==> src/rtl/fft_pkg.sv <==
// fft_pkg: shared constants and types for the radix-2 DIT FFT controller
package fft_pkg;
  localparam int L = 11;
  localparam int N = 1 << L;
  localparam int PIPE = 3;
  typedef logic [L-1:0] adr_t;
  typedef logic [L-2:0] tw_t;
  typedef enum logic [1:0] {IDLE, RUN, DRAIN, DONE} state_t;
endpackage

==> src/rtl/fft_if.sv <==
// fft_if: control and address bus between the FFT controller and its datapath/sample banks
interface fft_if #(parameter int STAGES = fft_pkg::L);
  logic start, busy, done, rd_en, rd_bank, wr_en, wr_bank, result_bank;
  logic [$clog2(STAGES)-1:0] stage;
  logic [STAGES-1:0] rd_adr_a, rd_adr_b, wr_adr_a, wr_adr_b;
  logic [STAGES-2:0] tw_adr;
  modport master (
    output start,
    input busy, done, stage, rd_en, rd_adr_a, rd_adr_b, tw_adr, rd_bank,
    input wr_en, wr_adr_a, wr_adr_b, wr_bank, result_bank
  );
  modport slave (
    input start,
    output busy, done, stage, rd_en, rd_adr_a, rd_adr_b, tw_adr, rd_bank,
    output wr_en, wr_adr_a, wr_adr_b, wr_bank, result_bank
  );
endinterface

==> src/rtl/fft_addr_gen.sv <==
// fft_addr_gen: butterfly (stage s, index j) -> operand addresses and twiddle index
module fft_addr_gen import fft_pkg::*; #(
  parameter int STAGES = L
) (
  input  logic [$clog2(STAGES)-1:0] s,
  input  logic [STAGES-2:0]         j,
  output logic [STAGES-1:0]         adr_a,
  output logic [STAGES-1:0]         adr_b,
  output logic [STAGES-2:0]         tw
);
  logic [STAGES-1:0] ea, eb;
  logic [STAGES-2:0] ones;
  assign ea = {j, 1'b0};
  assign eb = {j, 1'b1};
  assign ones = '1;
  // rotate left by s within STAGES bits
  assign adr_a = (ea << s) | (ea >> (STAGES - s));
  assign adr_b = (eb << s) | (eb >> (STAGES - s));
  assign tw = j & (ones << (STAGES - 1 - s));
endmodule

==> src/rtl/fft_ctrl.sv <==
// fft_ctrl: stage/butterfly sequencer with read and delayed write-back address generation
module fft_ctrl import fft_pkg::*; #(
  parameter int STAGES = L,
  parameter int LAT = PIPE
) (
  input logic clk,
  input logic reset,
  fft_if.slave bus
);
  localparam int SW = $clog2(STAGES);
  typedef struct packed {
    logic en;
    logic [STAGES-1:0] a;
    logic [STAGES-1:0] b;
    logic bank;
  } wb_t;
  state_t st, st_n;
  logic [SW-1:0] s, s_n;
  logic [STAGES-2:0] j, j_n;
  logic [3:0] cnt, cnt_n;
  logic [STAGES-1:0] a_n, b_n;
  logic [STAGES-2:0] tw_n;
  logic last_s;
  wb_t dly [LAT];

  assign last_s = s == SW'(STAGES - 1);

  fft_addr_gen #(.STAGES(STAGES)) u_gen (.s(s_n), .j(j_n), .adr_a(a_n), .adr_b(b_n), .tw(tw_n));

  always_comb begin
    st_n = st;
    s_n = s;
    j_n = j;
    cnt_n = cnt;
    case (st)
      IDLE: if (bus.start) begin
        st_n = RUN;
        s_n = '0;
        j_n = '0;
      end
      RUN: if (&j) begin
        st_n = DRAIN;
        cnt_n = '0;
      end else j_n = j + 1'b1;
      DRAIN: begin
        cnt_n = cnt + 1'b1;
        if (cnt == 4'(LAT - 1)) begin
          st_n = last_s ? DONE : RUN;
          s_n = last_s ? s : s + 1'b1;
          j_n = '0;
        end
      end
      default: begin
        st_n = IDLE;
        s_n = '0;
        j_n = '0;
      end
    endcase
  end

  // outputs are registered from next-state values so they line up with st/s/j
  always_ff @(posedge clk or posedge reset) begin
    if (reset) begin
      st <= IDLE;
      s <= '0;
      j <= '0;
      cnt <= '0;
      bus.busy <= 1'b0;
      bus.done <= 1'b0;
      bus.stage <= '0;
      bus.rd_en <= 1'b0;
      bus.rd_adr_a <= '0;
      bus.rd_adr_b <= '0;
      bus.tw_adr <= '0;
      bus.rd_bank <= 1'b0;
      dly <= '{default: '0};
    end else begin
      st <= st_n;
      s <= s_n;
      j <= j_n;
      cnt <= cnt_n;
      bus.busy <= st_n != IDLE;
      bus.done <= st_n == DONE;
      bus.stage <= s_n;
      bus.rd_en <= st_n == RUN;
      bus.rd_adr_a <= (st_n == RUN) ? a_n : '0;
      bus.rd_adr_b <= (st_n == RUN) ? b_n : '0;
      bus.tw_adr <= (st_n == RUN) ? tw_n : '0;
      bus.rd_bank <= s_n[0];
      dly[0] <= {bus.rd_en, bus.rd_adr_a, bus.rd_adr_b, bus.rd_en & ~bus.rd_bank};
      for (int i = 1; i < LAT; i++) dly[i] <= dly[i-1];
    end
  end

  assign {bus.wr_en, bus.wr_adr_a, bus.wr_adr_b, bus.wr_bank} = dly[LAT-1];
  assign bus.result_bank = 1'(STAGES % 2);
endmodule
==> src/flat_wrapper.sv <==
// flat-port wrapper written by rule: the top's interface ports become plain ports
module fft_ctrl_flat import fft_pkg::*;
#(
  parameter int STAGES = L,
  parameter int LAT = PIPE
)
  (clk, reset, bus_start, bus_busy, bus_done, bus_stage, bus_rd_en, bus_rd_adr_a, bus_rd_adr_b, bus_tw_adr, bus_rd_bank, bus_wr_en, bus_wr_adr_a, bus_wr_adr_b, bus_wr_bank, bus_result_bank);
  fft_if #(.STAGES(STAGES)) bus_i ();
  input logic clk;
  input logic reset;
  input wire logic [$bits(bus_i.start)-1:0] bus_start;
  output wire logic [$bits(bus_i.busy)-1:0] bus_busy;
  output wire logic [$bits(bus_i.done)-1:0] bus_done;
  output wire logic [$bits(bus_i.stage)-1:0] bus_stage;
  output wire logic [$bits(bus_i.rd_en)-1:0] bus_rd_en;
  output wire logic [$bits(bus_i.rd_adr_a)-1:0] bus_rd_adr_a;
  output wire logic [$bits(bus_i.rd_adr_b)-1:0] bus_rd_adr_b;
  output wire logic [$bits(bus_i.tw_adr)-1:0] bus_tw_adr;
  output wire logic [$bits(bus_i.rd_bank)-1:0] bus_rd_bank;
  output wire logic [$bits(bus_i.wr_en)-1:0] bus_wr_en;
  output wire logic [$bits(bus_i.wr_adr_a)-1:0] bus_wr_adr_a;
  output wire logic [$bits(bus_i.wr_adr_b)-1:0] bus_wr_adr_b;
  output wire logic [$bits(bus_i.wr_bank)-1:0] bus_wr_bank;
  output wire logic [$bits(bus_i.result_bank)-1:0] bus_result_bank;
  assign bus_i.start = bus_start;
  assign bus_busy = bus_i.busy;
  assign bus_done = bus_i.done;
  assign bus_stage = bus_i.stage;
  assign bus_rd_en = bus_i.rd_en;
  assign bus_rd_adr_a = bus_i.rd_adr_a;
  assign bus_rd_adr_b = bus_i.rd_adr_b;
  assign bus_tw_adr = bus_i.tw_adr;
  assign bus_rd_bank = bus_i.rd_bank;
  assign bus_wr_en = bus_i.wr_en;
  assign bus_wr_adr_a = bus_i.wr_adr_a;
  assign bus_wr_adr_b = bus_i.wr_adr_b;
  assign bus_wr_bank = bus_i.wr_bank;
  assign bus_result_bank = bus_i.result_bank;
  fft_ctrl #(.STAGES(STAGES), .LAT(LAT)) u_core (.clk(clk), .reset(reset), .bus(bus_i));
endmodule
==> config.mk <==
export PLATFORM = sky130hd
export DESIGN_NAME = fft_ctrl_flat
export DESIGN_NICKNAME = d
export VERILOG_FILES = /design/src/rtl/fft_pkg.sv /design/src/rtl/fft_if.sv /design/src/rtl/fft_addr_gen.sv /design/src/rtl/fft_ctrl.sv /design/src/flat_wrapper.sv
export SDC_FILE = /design/constraint.sdc
export NUM_CORES = 1
export LEC_CHECK = 0
export BUFFER_PORTS_ARGS = -buffer_cell sky130_fd_sc_hd__buf_2
export CORE_MARGIN = 4
export CORE_UTILIZATION = 33
export CTS_CLUSTER_DIAMETER = 150
export DETAILED_ROUTE_END_ITERATION = 12
export PLACE_DENSITY_LB_ADDON = 0.3
export SLEW_MARGIN = 20
export SYNTH_ARGS = -nofsm -noshare
export SYNTH_HDL_FRONTEND = slang
export SYNTH_HIERARCHICAL = 1
export SYNTH_SLANG_ARGS = --single-unit
==> constraint.sdc <==
create_clock -name clk -period 11.11 [get_ports clk]
set_clock_uncertainty 0.05 [all_clocks]
set_input_delay 2.222 -clock clk [delete_from_list [all_inputs] [get_ports clk]]
set_output_delay 2.222 -clock clk [all_outputs]
set_load 0.01 [all_outputs]
==> impl_metrics.csv, run 1 <==
group,metric,value,unit
placement,port_buffers,66,
grt,grt_start_max_net_pins,81,
placement,hpwl,7316,um
drt,vias,3453,
cts,cts_resized,0,
synthesis,synth_area_per_cell,11.93,um2
drt,ant_nets,0,
status,status,"finished clean",
power_and_ir_drop,internal_power,1.403,mW
cts,cts-root-buf,"clkbuf_16",
cts,cts.sinks,127,
cts,cts_setup_buffers,0,
power_and_ir_drop,pwr-share-seq,32.3,%
die,die_h,134.8,um
timing,tns,0,ns
setup_path,crit_fanout,24,
timing,fmax,0.2059,GHz
die,core,15830,um2
cts,htreeDepth,4,
drt,drc,0,
timing,holdWs,0.2922,ns
synthesis,yosysUniqueCellTypes,63,
timing,slew_headroom,38.29,%
timing,grt_setup_unrepaired,"false",
layout,area_delta_synth_final,19.23,%
power_and_ir_drop,peakVddDrop,0.1513,mV
synthesis,yosysSeqAreaShare,59.86,%
min_path,min_from,"u_core/dly[67]",
synthesis,synthFlopType,"dfrtp_1",
setup_path,r2r-start,"u_core/st[0]",
timing,finalSetupViolations,0,
grt,antenna_found_initial,0,
drt,drtIter0Drc,258,
synthesis,yosysTopAreaCellShare,59.86,%
synthesis,synth_cells,445,
synthesis,synth_edf_count,0,
timing,fin_crit,4.858,ns
grt,grt_pass1_wl,17680,um
layout,final_cells,720,
layout,num_antenna_cells,0,
die,io_pins,68,
power_and_ir_drop,p_per_area,345.2,nW/um2
power_and_ir_drop,sw_frac_of_total,35.77,%
cts,cts_tree,"built",
drt,drt_wl_total,10570,um
synthesis,syn_area,5309,um2
synthesis,synth.most_common_cell,"dfrtp_1",
timing,timing.final.ws_setup,6.252,ns
placement,finalWeightedCongestion,0.9089,
drt,wl_per_cell,14.68,um
cts,clk_latency,0.41,ns
timing,hold_viol,0,
cts,clk_pin_slew,0.06,ns
synthesis,synth_common_cells,"dfrtp_1, nor2b_1, nand2_1",
layout,fin_util,39.99,%
drt,via_per_inst,4.796,
power_and_ir_drop,clockPowerShare,28.6,%
cts,ctsHoldBuffers,0,
flow_run,drv_cap,0,
min_path,holdCritPathClass,"reg2reg",
setup_path,crit_path_start,"bus_start",
die,start_util,33.54,%
drt,drtPass1Iterations,6,
synthesis,synth-seq-cells,127,
setup_path,path_class,"in2reg",
placement,placed_cells,688,
synthesis,synth_area_leaders,"dfrtp_1, nor2b_1, buf_4, mux4_2, o21ai_0",
power_and_ir_drop,pwr-share-comb,39.1,%
power_and_ir_drop,p_leak,3.046,nW
cts,max-clock-path-buffers,2,
grt,grt_pass1_vias,3422,
layout,drive_gt1_share,24.60,%
timing,slew_violations,0,
layout,n_fill_cell,1502,
power_and_ir_drop,p_switching,0.7816,mW
layout,layout.nets,503,
cts,cts_buffers,17,
timing,max_slew.worst_pin.slew,0.9257,ns
synthesis,synth_top_cell_by_area,"dfrtp_1",
timing,post-route-period-util,43.72,%
synthesis,yosysWarnings,6,
die,core.rowCount,46,
synthesis,synth_fp_nets,457,
setup_path,worstPathRequired,11.34,ns
grt,overflow,0,
synthesis,ys_async_sr_fraction,100.0,%
die,die-area,18180,um2
grt,gr-usage-all-layers,12.38,%
setup_path,crit_arrival,5.09,ns
die,dieWidth,134.8,um
setup_path,end_kind,"flip-flop",
setup_path,worst_setup_path_start_kind,"input port",
placement,place_ws,5.838,ns
==> logic make-up after synthesis <==
group | after synthesis | synth area share (%)
flip-flops | 127 | 59.86
adder cells (fa/ha/maj) | 9 | 2.121
AND/OR/NAND/NOR | 148 | 15.74
AO/OA/AOI/OAI | 91 | 11.34
buffers and inverters | 54 | 6.363
XOR/XNOR | 4 | 0.6600
multiplexers | 11 | 3.842
other | 1 | 0.07064
==> power groups by stage <==
stage / combinational (mW) / clock, mW / sequential (mW)
2_1_floorplan: 0.638 / 0 / 0.712
3_3_place_gp: 0.854 / 0 / 0.711
3_5_place_dp: 0.856 / 0 / 0.712
4_1_cts: 0.858 / 0.642 / 0.707
5_1_grt: 0.946 / 0.666 / 0.726
6_report: 0.854 / 0.626 / 0.705
==> state kept, by name, summed over array words and instances, names as in the netlist, 2 cells and up <==
signal / cells
u_core/s: 4
u_core/st: 2
u_core/cnt: 4
u_core/j: 10
u_core/bus.wr_adr_b: 11
u_core/dly: 48
u_core/bus.rd_adr_b: 11
u_core/bus.tw_adr: 10
u_core/bus.wr_adr_a: 11
u_core/bus.rd_adr_a: 11
==> stage by stage <==
step	cell area (um2)	power (mW)
finish	6330	2.185
global route	6330	2.338
CTS	6330	2.207
detailed placement	5653	1.569
global placement	5653	1.566
floorplan	5309	1.350
==> placed cells by master, fill, tap and decap left out, drive strengths merged, types with 3 or more instances in the layout <==
master and instances:
dfrtp 127, buf 71, nor2b 44, nand2 33
o21ai 28, a21oi 19, clkbuf 19, nor2 16
inv 12, nor3 10, and3 9, ha 9
nand3 8, mux4 7, bufinv 6, nand4 6
nand2b 6, a21o 6, a31oi 5, a22oi 5
o211ai 4, a22o 4, clkinvlp 3, xnor2 3
and2 3
==> critical path: stages <==
cell and delay, ns:
buf_2 0.11, nor2b_1 0.13, a211oi_2 0.72, o21ai_0 0.19, o21ai_1 0.11, buf_4 0.28, inv_2 0.10, ha_1 0.35
nor2b_1 0.15, o21ai_0 0.14, a21oi_1 0.08, o311a_1 0.34, nor2b_1 0.13
==> metal layers <==
layer	wire [um]	vias to the layer above	global-route usage, %
li1	-	1625	-
met1	4664	1699	15.89
met2	5108	104	19.48
met3	588	25	4.136
met4	209	0	4.808
met5	0	-	0
==> final cells by class <==
cell class	instances	area (um2)	area share [%]
repair buffers	71	367.9	5.811
flip-flops and latches	127	3178	50.21
clock inverters	13	234.0	3.696
well taps	216	270.3	4.270
clock buffers	19	442.9	6.997
multi-input cells	264	1797	28.39
inverters	10	40.04	0.6325
==> worst paths after layout <==
| path | end | slack (ns) | cells past startpoint |
|---|---|---|---|
| min | u_core/dly[43] | 0.29 | 0 |
| min reg2reg | u_core/dly[43] | 0.29 | 0 |
| max | u_core/bus.tw_adr[8] | 6.25 | 13 |
| max in group asynchronous | u_core/dly[68] | 7.82 | 3 |
| max reg2reg | u_core/bus.rd_adr_b[5] | 7.40 | 11 |
| min in group asynchronous | u_core/bus.wr_adr_b[10] | 1.84 | 2 |
(Power assumes the default switching activity.)
==> run 2, diff against run 1 <==
Settings changed: ABC_AREA set to 1.
Clock period 11.11 ns to 4.79 ns, I/O delays scaled along.
==> run 2 against run 1 <==
Via count is 18% higher; total power is 8.8% higher; area after synthesis grew 7.5%; synthesized cell count grew 34%; critical path type is now reg2reg; critical endpoint unchanged.
==> impl_metrics.csv, run 2 <==
group,metric,value,unit
setup_path,slowest_stage,"o21ai_1",
power_and_ir_drop,pwr-share-comb,0.9,%
cts,cts_tree,"built",
setup_path,crit_fanout,17,
die,core,16760,um2
cts,cts-root-buf,"clkbuf_16",
layout,final_cell_mix,"dfrtp_1, nand2_1, inv_1",
layout,largest_register_ffs,48,
power_and_ir_drop,clockPowerShare,53.9,%
synthesis,synth_edf_count,0,
layout,fin_util,39.71,%
setup_path,path_cells,"inv_1 > ha_1 > nand2_1 > nor2_2 > nand2_1 > o21ai_1 > inv_4 > ha_1 > inv_1 > nor2_1 > nand2_1 > nand2_1 > nand3_1 > a21oi_1 > inv_1 > nor2_2",
drt,drtIter0Drc,271,
drt,wl_per_cell,14.31,um
layout,num_antenna_cells,0,
power_and_ir_drop,pwr-share-seq,45.2,%
timing,slew_violations,0,
setup_path,crit_arrival,3.75,ns
die,core.rowCount,47,
synthesis,synth.most_common_cell,"dfrtp_1",
cts,max-clock-path-buffers,2,
layout,regMostFlops,"u_core/dly",
synthesis,syn_area,5705,um2
timing,holdWs,0.2914,ns
timing,grt_setup_unrepaired,"false",
setup_path,worstPathRequired,5.08,ns
grt,gr-usage-all-layers,13.47,%
timing,post-route-period-util,72.30,%
drt,drc,0,
synthesis,synth_top_cell_by_area,"dfrtp_1",
synthesis,ys_async_sr_fraction,100.0,%
placement,finalWeightedCongestion,0.8905,
setup_path,critPathMostFrequentCell,"nand2_1",
cts,clk_pin_slew,0.06,ns
power_and_ir_drop,p_per_area,357.2,nW/um2
synthesis,yosysSeqAreaShare,55.70,%
cts,htreeDepth,4,
die,die-area,19460,um2
drt,vias,4078,
grt,antenna_found_initial,0,
min_path,holdCritPathClass,"reg2reg",
placement,placed_cells,850,
synthesis,synth_cells,596,
timing,slew_headroom,31.14,%
die,start_util,34.04,%
power_and_ir_drop,sw_frac_of_total,20.43,%
drt,met3_length,695,um
drt,via_per_inst,4.624,
layout,layout.nets,661,
die,dieWidth,139.5,um
cts,cts_buffers,17,
synthesis,synth_fp_nets,608,
layout,final_cells,882,
timing,max_slew.worst_pin.slew,1.026,ns
layout,area_delta_synth_final,16.64,%
timing,tns,0,ns
cts,cts.sinks,127,
cts,clk_latency,0.41,ns
drt,drtPass1Iterations,5,
drt,wl_met1,5772,um
synthesis,synth_area_per_cell,9.573,um2
placement,port_buffers,66,
status,status,"finished clean",
grt,grt_start_max_net_pins,91,
cts,cts_setup_buffers,0,
synthesis,yosysUniqueCellTypes,38,
setup_path,path_class,"reg2reg",
placement,hpwl,9224,um
die,die_h,139.5,um
die,io_pins,68,
cts,ctsHoldBuffers,0,
timing,fin_crit,3.463,ns
synthesis,synth_common_cells,"dfrtp_1, nand2_1, inv_1",
setup_path,critPathMaxStageDelay,0.83,ns
drt,routed-wl-met2,5875,um
synthesis,synthFlopType,"dfrtp_1",
drt,ant_nets,0,
power_and_ir_drop,internal_power,1.892,mW
synthesis,synth_area_leaders,"dfrtp_1, nand2_1, nand3_1, inv_1, buf_4",
grt,overflow,0,
timing,finalSetupViolations,0,
layout,layout_commonest_cell,"dfrtp_1",
drt,maxUsedRoutingLayer,"met4",
drt,drt_wl_total,12620,um
grt,grt_pass1_wl,20820,um
power_and_ir_drop,p_switching,0.4856,mW
flow_run,drv_cap,0,
grt,grt_pass1_vias,4034,
setup_path,end_kind,"flip-flop",
power_and_ir_drop,p_leak,3.416,nW
setup_path,worst_setup_path_start_kind,"flip-flop",
synthesis,yosysTopAreaCellShare,55.70,%
layout,drive_gt1_share,28.40,%
synthesis,yosysWarnings,6,
power_and_ir_drop,peakVddDrop,0.2126,mV
synthesis,synth-seq-cells,127,
timing,fmax,0.2887,GHz
timing,hold_viol,0,
cts,cts_resized,0,
==> run 2: stage by stage <==
step                area [um2]  total power [mW]  setup slack, ns
finish                    6655             2.377            1.327
CTS                       6653             2.407            1.324
global route              6655             2.470           0.9639
floorplan                 5705             1.110           0.3977
detailed placement        6058             1.116            1.268
global placement          6058             1.116            1.337
==> run 2: logic make-up (layout without fill, tap and decap cells) <==
group / Yosys count / count (layout) / share of synthesized area (%)
buffers and inverters: 120 / 186 / 10.57
flip-flops: 127 / 127 / 55.70
AO/OA/AOI/OAI: 37 / 37 / 4.101
XOR/XNOR: 3 / 3 / 0.4606
AND/OR/NAND/NOR: 299 / 299 / 27.13
adder cells (fa/ha/maj): 9 / 9 / 1.974
other: 1 / 1 / 0.06573
==> run 2: path summary, 6_finish.rpt <==
| path | start | to | slack [ns] | depth (start not counted) |
|---|---|---|---|---|
| worst max-delay path | u_core/cnt[0] | u_core/bus.tw_adr[8] | 1.33 | 16 |
| worst min-delay path | u_core/dly[39] | u_core/bus.wr_adr_a[3] | 0.29 | 0 |
| worst max register to register | u_core/cnt[0] | u_core/bus.tw_adr[8] | 1.33 | 16 |
| worst min register to register | u_core/dly[39] | u_core/bus.wr_adr_a[3] | 0.29 | 0 |
| max in group asynchronous | reset | u_core/dly[63] | 3.05 | 3 |
| min in group asynchronous | reset | u_core/dly[48] | 0.65 | 2 |
==> run 2: power by group through the flow <==
stage / Combinational, mW / Clock (mW) / Sequential [mW]
detailed placement: 0.0240 / 0 / 1.09
floorplan: 0.0170 / 0 / 1.09
global placement: 0.0232 / 0 / 1.09
global route: 0.0273 / 1.37 / 1.07
finish: 0.0224 / 1.28 / 1.07
CTS: 0.0241 / 1.31 / 1.07
==> run 2: cell type report <==
type | count | area (um2)
well taps | 220 | 275.3
inverters | 84 | 322.8
fillers | 1674 | 10100
clock buffers | 18 | 429.2
multi-input cells | 349 | 1924
repair buffers | 70 | 360.3
clock inverters | 14 | 165.2
flip-flops and latches | 127 | 3178
==> run 2: worst max-delay path, delay by kind of cell, from the launching register on <==
family,cells,cell delay (ns)
compound gates,2,0.97
buf+inv,4,0.48
simple gates,8,0.87
flops,1,0.40
fa+ha+maj,2,0.61
==> run 2: metal layers <==
layer / GRT usage (%) / up-vias
met5: 0 / -
met4: 5.304 / 0
met3: 3.877 / 22
met2: 21.48 / 127
met1: 17.38 / 1965
li1: - / 1964
